[config.mk]
export PLATFORM = sky130hd
export DESIGN_NAME = ram_dp_clr
export DESIGN_NICKNAME = d
export VERILOG_FILES = /design/src/rtl/ram_pkg.sv /design/src/rtl/ram_clear_seq.sv /design/src/rtl/ram_dp_clr.sv
export SDC_FILE = /design/constraint.sdc
export NUM_CORES = 2
export LEC_CHECK = 0
export CORE_MARGIN = 3
export CORE_UTILIZATION = 50
export CTS_CLUSTER_SIZE = 16
export DETAILED_ROUTE_END_ITERATION = 12
export PLACE_DENSITY = 0.72
export SETUP_SLACK_MARGIN = 0.5
export SLEW_MARGIN = 20
export SYNTH_ARGS = -nofsm -noshare
export SYNTH_HDL_FRONTEND = slang
export SYNTH_HIERARCHICAL = 1
export SYNTH_SLANG_ARGS = --single-unit
[constraint.sdc]
create_clock -name clk -period 7.82 [get_ports clk]
set_clock_uncertainty 0.2 [all_clocks]
set_input_delay 2.346 -clock clk [delete_from_list [all_inputs] [get_ports clk]]
set_output_delay 2.346 -clock clk [all_outputs]
set_load 0.01 [all_outputs]
[src/rtl/ram_pkg.sv]
// Shared types and default widths for the dual-port clearable RAM.
// The enum encodes the clear sequencer's two states.
package ram_pkg;

  localparam int unsigned RAM_DATA_W = 8;
  localparam int unsigned RAM_ADDR_W = 8;

  typedef enum logic [0:0] {
    RAM_READY,
    RAM_CLEAR
  } ram_state_e;

endpackage

[src/rtl/ram_clear_seq.sv]
// Clear sequencer: walks a pointer across the whole array, writing zeros.
// It reports busy for exactly DEPTH cycles per sweep.
module ram_clear_seq
  import ram_pkg::*;
#(
  parameter int unsigned ADDR_W         = RAM_ADDR_W,
  parameter bit          CLEAR_ON_RESET = 1'b1
) (
  input  logic              clk,
  input  logic              rst,
  input  logic              clr,
  output logic              busy,
  output logic              zero_we,
  output logic [ADDR_W-1:0] zero_addr
);

  ram_state_e        state;
  logic [ADDR_W-1:0] ptr;

  always_ff @(posedge clk) begin
    if (rst) begin
      state <= CLEAR_ON_RESET ? RAM_CLEAR : RAM_READY;
      ptr   <= '0;
    end else begin
      unique case (state)
        RAM_READY: begin
          if (clr) begin
            state <= RAM_CLEAR;
          end
          ptr <= '0;
        end
        RAM_CLEAR: begin
          // clr is ignored mid-sweep; the sweep always runs to the end.
          if (&ptr) begin
            state <= RAM_READY;
            ptr   <= '0;
          end else begin
            ptr <= ptr + ADDR_W'(1);
          end
        end
        default: begin
          state <= RAM_READY;
          ptr   <= '0;
        end
      endcase
    end
  end

  assign busy      = (state == RAM_CLEAR);
  // Reset itself must never modify the array.
  assign zero_we   = busy & ~rst;
  assign zero_addr = ptr;

endmodule

[src/rtl/ram_dp_clr.sv]
// Dual-port RAM: port A read/write, port B read-only, both with registered
// reads and valid strobes; a built-in sweep zeroes the array on demand.
module ram_dp_clr
  import ram_pkg::*;
#(
  parameter int unsigned DATA_W         = RAM_DATA_W,
  parameter int unsigned ADDR_W         = RAM_ADDR_W,
  parameter bit          CLEAR_ON_RESET = 1'b1
) (
  input  logic              clk,
  input  logic              rst,
  input  logic              clr,
  output logic              busy,
  output logic              drop_err,
  input  logic              a_cs,
  input  logic              a_we,
  input  logic [ADDR_W-1:0] a_addr,
  input  logic [DATA_W-1:0] a_wdata,
  output logic [DATA_W-1:0] a_rdata,
  output logic              a_rvalid,
  input  logic              b_cs,
  input  logic [ADDR_W-1:0] b_addr,
  output logic [DATA_W-1:0] b_rdata,
  output logic              b_rvalid
);

  localparam int unsigned DEPTH = 2 ** ADDR_W;

  logic [DATA_W-1:0] mem [DEPTH];

  logic              zero_we;
  logic [ADDR_W-1:0] zero_addr;
  logic              blocked;
  logic              a_wr;
  logic              a_rd;
  logic              b_rd;
  logic              b_fwd;
  logic              drop;

  ram_clear_seq #(
    .ADDR_W        (ADDR_W),
    .CLEAR_ON_RESET(CLEAR_ON_RESET)
  ) u_clear_seq (
    .clk      (clk),
    .rst      (rst),
    .clr      (clr),
    .busy     (busy),
    .zero_we  (zero_we),
    .zero_addr(zero_addr)
  );

  // A clr accepted in READY takes priority over any access in that cycle.
  assign blocked = busy | clr | rst;
  assign a_wr    = a_cs & a_we & ~blocked;
  assign a_rd    = a_cs & ~a_we & ~blocked;
  assign b_rd    = b_cs & ~blocked;
  assign b_fwd   = a_wr & (a_addr == b_addr);
  assign drop    = ((a_cs | b_cs) & (busy | clr)) | (clr & busy);

  always_ff @(posedge clk) begin
    if (zero_we) begin
      mem[zero_addr] <= '0;
    end else if (a_wr) begin
      mem[a_addr] <= a_wdata;
    end
  end

  always_ff @(posedge clk) begin
    if (rst) begin
      a_rdata  <= '0;
      a_rvalid <= 1'b0;
      b_rdata  <= '0;
      b_rvalid <= 1'b0;
      drop_err <= 1'b0;
    end else begin
      a_rvalid <= a_rd;
      b_rvalid <= b_rd;
      if (a_rd) begin
        a_rdata <= mem[a_addr];
      end
      if (b_rd) begin
        b_rdata <= b_fwd ? a_wdata : mem[b_addr];
      end
      if (drop) begin
        drop_err <= 1'b1;
      end
    end
  end

endmodule

Word-level counts from Yosys, hierarchy flattened
Memories as Yosys holds them, arrays and structs flattened. A register that Yosys moved wholly into a read port is not among the register bits.
Cells that the tools add are included.
{"block": "op_classes", "add_sub_neg": 1, "muxes": 13, "bitwise": 16, "n_reduce_logical": 2}
{"op": "8-bit 2-to-1 mux", "count": 3}
{"op": "8-bit case mux with 2 select lines", "count": 1}
{"op": "8-bit by 1-bit adder with 8-bit output (second input constant)", "count": 1}
{"op": "1-bit bitwise AND", "count": 8}
{"op": "1-bit 2-to-1 mux", "count": 8}
{"op": "8-bit AND reduction", "count": 1}
{"op": "8-bit OR reduction", "count": 1}
{"op": "1-bit NOT", "count": 4}
{"op": "1-bit bitwise OR", "count": 4}
{"op": "1-bit case mux with 2 select lines", "count": 1}
{"block": "word_totals", "register_bits": 12, "mem_bits_rw": 2048, "input_bits": 30, "out_inout_bits": 20, "mem_count": 1}
{"memory": "mem", "words": 256, "word_bits": 8, "read_ports": 2, "rd_clocked_by_memory_dff": 2, "wr": 1, "line": "ram_dp_clr.sv:29", "rtl": "logic [DATA_W-1:0] mem [DEPTH];"}

Logic depth before layout (Yosys ltp)
{"block": "logic_depth", "depth_word": 9, "ltp_mapped": 13, "depth_no_buf": 7}

Modules after synthesis
The synthesis kept the hierarchy.
{"mod": "ram_dp_clr", "instances": 1, "cells_per_inst": 4942, "area_per_inst_um2": 97417.2, "seq_area_each_um2": 61879.3}
{"mod": "ram_clear_seq", "instances": 1, "cells_per_inst": 43, "area_per_inst_um2": 379.1, "seq_area_each_um2": 180.2}

Worst setup path after synthesis
OpenSTA, ideal clock, no wires.
{"block": "synth_timing", "kind": "input-to-reg", "startpoint": "input clr", "endpoint": "memory mem[0][0] in the netlist's numbering, data pin", "t_arrival_ns": 6.556, "t_required_ns": 6.751, "setup_slack_ns": 0.195, "stages": 5, "path_cell_list": "nor3_2 -> nand3_1 -> nor2_1 -> clkbuf_1 -> and2_1"}
{"block": "synth_via", "elab_chain_len": 9}
{"item": "start: declaration", "line": "ram_dp_clr.sv:12", "rtl": "input logic clr,"}
{"item": "1-bit bitwise OR (2 in a row)", "line": "ram_dp_clr.sv:53", "rtl": "assign blocked = busy | clr | rst;"}
{"item": "1-bit NOT", "line": "ram_dp_clr.sv:54", "rtl": "assign a_wr = a_cs & a_we & ~blocked;"}
{"item": "1-bit bitwise AND", "line": "ram_dp_clr.sv:54"}
{"item": "1-bit 2-to-1 mux", "line": "ram_dp_clr.sv:63", "rtl": "end else if (a_wr) begin"}
{"item": "1-bit 2-to-1 mux", "line": "ram_dp_clr.sv:61", "rtl": "if (zero_we) begin"}
{"item": "1-bit 2-to-1 mux (implied by the code)", "line": "ram_dp_clr.sv:64", "rtl": "mem[a_addr] <= a_wdata;"}
{"item": "8-bit OR reduction (no source line)"}
{"item": "8-bit 2-to-1 mux (no source line)"}
{"item": "end: declaration", "line": "ram_dp_clr.sv:29"}
Every way passes these cells.

Worst setup path after layout
{"block": "layout_timing", "startpoint": "input rst", "endpoint": "memory mem[155][5] in the netlist's numbering (enable)"}
{"block": "layout_via", "elab_chain_len": 8, "elab_cells_between_ends": 13, "classes_between": "7 x mux; 5 x bitwise; 1 x reduce/logical"}
{"item": "start: declaration", "line": "ram_dp_clr.sv:11", "rtl": "input logic rst,"}
{"item": "1-bit bitwise OR", "line": "ram_dp_clr.sv:53"}
{"item": "1-bit NOT", "line": "ram_dp_clr.sv:54"}
{"item": "1-bit bitwise AND", "line": "ram_dp_clr.sv:54"}
{"item": "1-bit 2-to-1 mux", "line": "ram_dp_clr.sv:63"}
{"item": "1-bit 2-to-1 mux", "line": "ram_dp_clr.sv:61"}
{"item": "1-bit 2-to-1 mux (implied by the code)", "line": "ram_dp_clr.sv:64"}
{"item": "8-bit OR reduction (no source line)"}
{"item": "8-bit 2-to-1 mux (no source line) / 1-bit 2-to-1 mux (equally long branches)"}
Parallel ways exist; a longest one is shown, timed or not.

==> flow_metrics.py <==
metrics = {
    "clock_tree": {
        "post_cts_resized": 0,
        "htree_levels": 4,
        "postCtsHoldBufs": 0,
        "cts-root-buf": "clkbuf_16",
        "cts_tree": "built",
        "clk_path_buf_depth": 3,
        "clkTransAtPathRegs_ns": 0.06,
        "cts_buffers": 206,
        "cts_setup_buffers": 0,
        "insertion_delay_ns": 0.86,
        "cts.sinks": 2076,
    },
    "floorplanning": {
        "design.die.area_mm2": 0.2009,
        "die_height_um": 448.3,
        "die_w_um": 448.3,
        "coreArea_mm2": 0.1934,
        "num_rows": 161,
        "io_pins": 50,
        "start_util_pct": 50.57,
    },
    "timing": {
        "maxSlewHeadroom_pct": 7.601,
        "fin_crit_ns": 6.674,
        "worst_pin_slew_ns": 1.369,
        "slew_violations": 0,
        "holdWs_ns": 0.2526,
        "rsz0062_at_grt": "false",
        "hold_viol": 0,
        "setup_viol": 0,
        "final.setup.tns_ns": 0,
        "achievable-frequency_ghz": 0.1498,
        "period_share_pct": 85.35,
    },
    "critical_path": {
        "setup.worst_path.class": "in2reg",
        "r2r_start": "u_clear_seq/busy",
        "ff2ff_path_depth": 7,
        "r2r_slack_ns": 2.84,
        "path_max_fanout": 27,
        "cp-end-kind": "flop",
        "critical_path_arrival_ns": 7.06,
        "worstPathRequired_ns": 8.21,
        "r2r_end": "mem[155][5]",
        "crit_path_start_kind": "primary input",
    },
    "route": {
        "routed_via_density": 7.382,
        "routed_wl_um": 315300,
        "drt-met1-wl_um": 108600,
        "first_pass_iters": 7,
        "drc_errors": 0,
        "wl_per_cell_um": 40.33,
        "wl_met2_um": 140100,
        "met3_wirelength_um": 44200,
        "drt_iter0_markers": 9644,
        "ant_nets": 0,
        "vias": 57720,
        "highest_layer": "met5",
    },
    "worst_hold_path": {
        "holdPathStages": 2,
        "holdPathEnd": "drop_err",
        "hp-start": "drop_err",
        "holdCritPathClass": "reg2reg",
    },
    "logic_synthesis": {
        "synth_area_mm2": 0.09780,
        "async_flop_share_pct": 0,
        "syn_area_per_cell_um2": 19.62,
        "ys_seq_elements": 2076,
        "synth_flop_cell": "edfxtp_1",
        "postSynthCellCount": 4985,
        "yosysSeqAreaShare_pct": 63.46,
        "synth_edf_count": 2048,
        "ys.warnings.count": 6,
        "synth_nets": 5016,
        "post_synth_num_cell_types": 73,
    },
    "finish": {
        "nets": 5139,
        "area_growth_pct": 10.89,
        "drive_gt1_share_pct": 32.71,
    },
    "grt": {
        "grt_max_degree": 137,
        "grt_usage_pct": 31.74,
        "antenna_found_initial": 18,
        "grt_pass1_wl_um": 445300,
        "grt_pass1_vias": 56450,
        "grt_overflow_total": 0,
    },
    "pwr": {
        "power.density_mw_per_mm2": 212.5,
        "leakage_uw": 0.03727,
        "vdd_drop_max_v": 0.0002019,
    },
    "placed_design": {
        "gp_congestion": 1.031,
        "hpwl_um": 210500,
        "portBuffers": 49,
    },
    "flow_run": {
        "drv_cap": 0,
    },
    "run_status": {
        "status": "complete, no violations",
    },
}
-- cell usage after synthesis, drive strengths merged, types with 27 or more instances --
| cell | count | area (um^2) |
|---|---|---|
| clkbuf | 160 | 600.6 |
| nand2 | 152 | 570.6 |
| mux2i | 229 | 2292 |
| nor2 | 313 | 1175 |
| a21oi | 45 | 225.2 |
| and2 | 31 | 193.9 |
| nor3 | 27 | 140.1 |
| dfxtp | 28 | 560.5 |
| buf | 241 | 1633 |
| o22ai | 67 | 419.2 |
| edfxtp | 2048 | 61500 |
| mux4 | 1081 | 24350 |
| o21ai | 60 | 300.3 |
| nand3 | 31 | 155.2 |
| o221ai | 77 | 674.4 |
| mux2 | 29 | 326.6 |
| a211oi | 49 | 367.9 |
-- logic make-up after synthesis --
group                      synth area share [%]
AOI/OAI and AO/OA                         3.389
xor gates and xnor gates                0.09851
adders and majority gates               0.01279
buffers and inverters                     2.341
DFF                                       63.46
muxes                                     27.57
and+or+nand+nor                           3.128
-- layer usage --
metal,vias up,global-route usage (%)
met5,-,0.5291
met4,18,17.98
met3,950,10.90
met2,4874,46.18
met1,30070,42.00
li1,21800,-
-- cell type report --
type	instances	area [um^2]
Sequential cell	2076	62060
Tap cell	2526	3161
Inverter	15	67.56
Clock buffer	243	5421
Timing Repair Buffer	316	3078
Multi-Input combinational cell	2493	33500
Fill cell	14160	84940
Clock inverter	137	1131
Antenna cell	12	30.03
-- worst max-delay path, stage by stage --
cell             delay (ns)
clkdlybuf4s50_1        0.57
nor3_2                 0.31
nand3_1                0.20
or2_1                  0.55
o21ai_0                1.02
nand2_1                0.91
nor2_1                 0.85
buf_4                  0.26
-- worst max-delay path by stage --
stage | start | cells after the start | slack (ns) | endpoint
floorplan | clr | 5 | 2.02 | mem[0][0]
global placement | rst | 8 | 0.77 | mem[233][6]
detailed placement | rst | 8 | 0.64 | mem[233][7]
CTS | rst | 8 | 1.49 | mem[233][4]
global route | rst | 8 | 1.12 | mem[155][5]
finish | rst | 8 | 1.15 | mem[155][5]
-- cells in the final DEF (no fill, tap or decap), types with 36 or more instances in the layout --
cell type,instances
clkinv_1,53
nor2_1,313
nand2_1,151
clkdlybuf4s50_1,36
o221ai_1,77
edfxtp_1,2048
a211oi_1,49
buf_4,222
clkinv_2,45
o21ai_0,57
mux4_2,1081
mux2i_1,229
a21oi_1,45
clkbuf_16,212
o22ai_1,67
buf_12,45
-- sequential cells by signal, indices dropped and copies added, names as in the netlist --
signal,count
b_rvalid,1
u_clear_seq/zero_addr,8
drop_err,1
a_rdata,8
u_clear_seq/busy,1
b_rdata,8
mem,2048
a_rvalid,1
-- through the flow --
stage	total power, uW	std cells	worst slack [ns]	instance area (um^2)	utilization [%]
after CTS	23050	7805	1.485	108400	56.05
final	23040	7818	1.146	108400	56.08
after global placement	13500	7424	0.7742	101800	52.64
after detailed placement	13500	7425	0.6391	101800	52.66
after floorplan	13070	4985	2.019	97810	-
after global routing	23580	7808	1.116	108400	56.06
-- power by group --
part	total [uW]	leakage (uW)	switching [uW]	internal, uW
Sequential	12000	0.0226	7.45	12000
Clock	9740	0.00320	4330	5410
Combinational	1250	0.0115	804	448
Total	23000	0.0373	5150	17900
No activity file was read; power rests on OpenSTA's default activity.
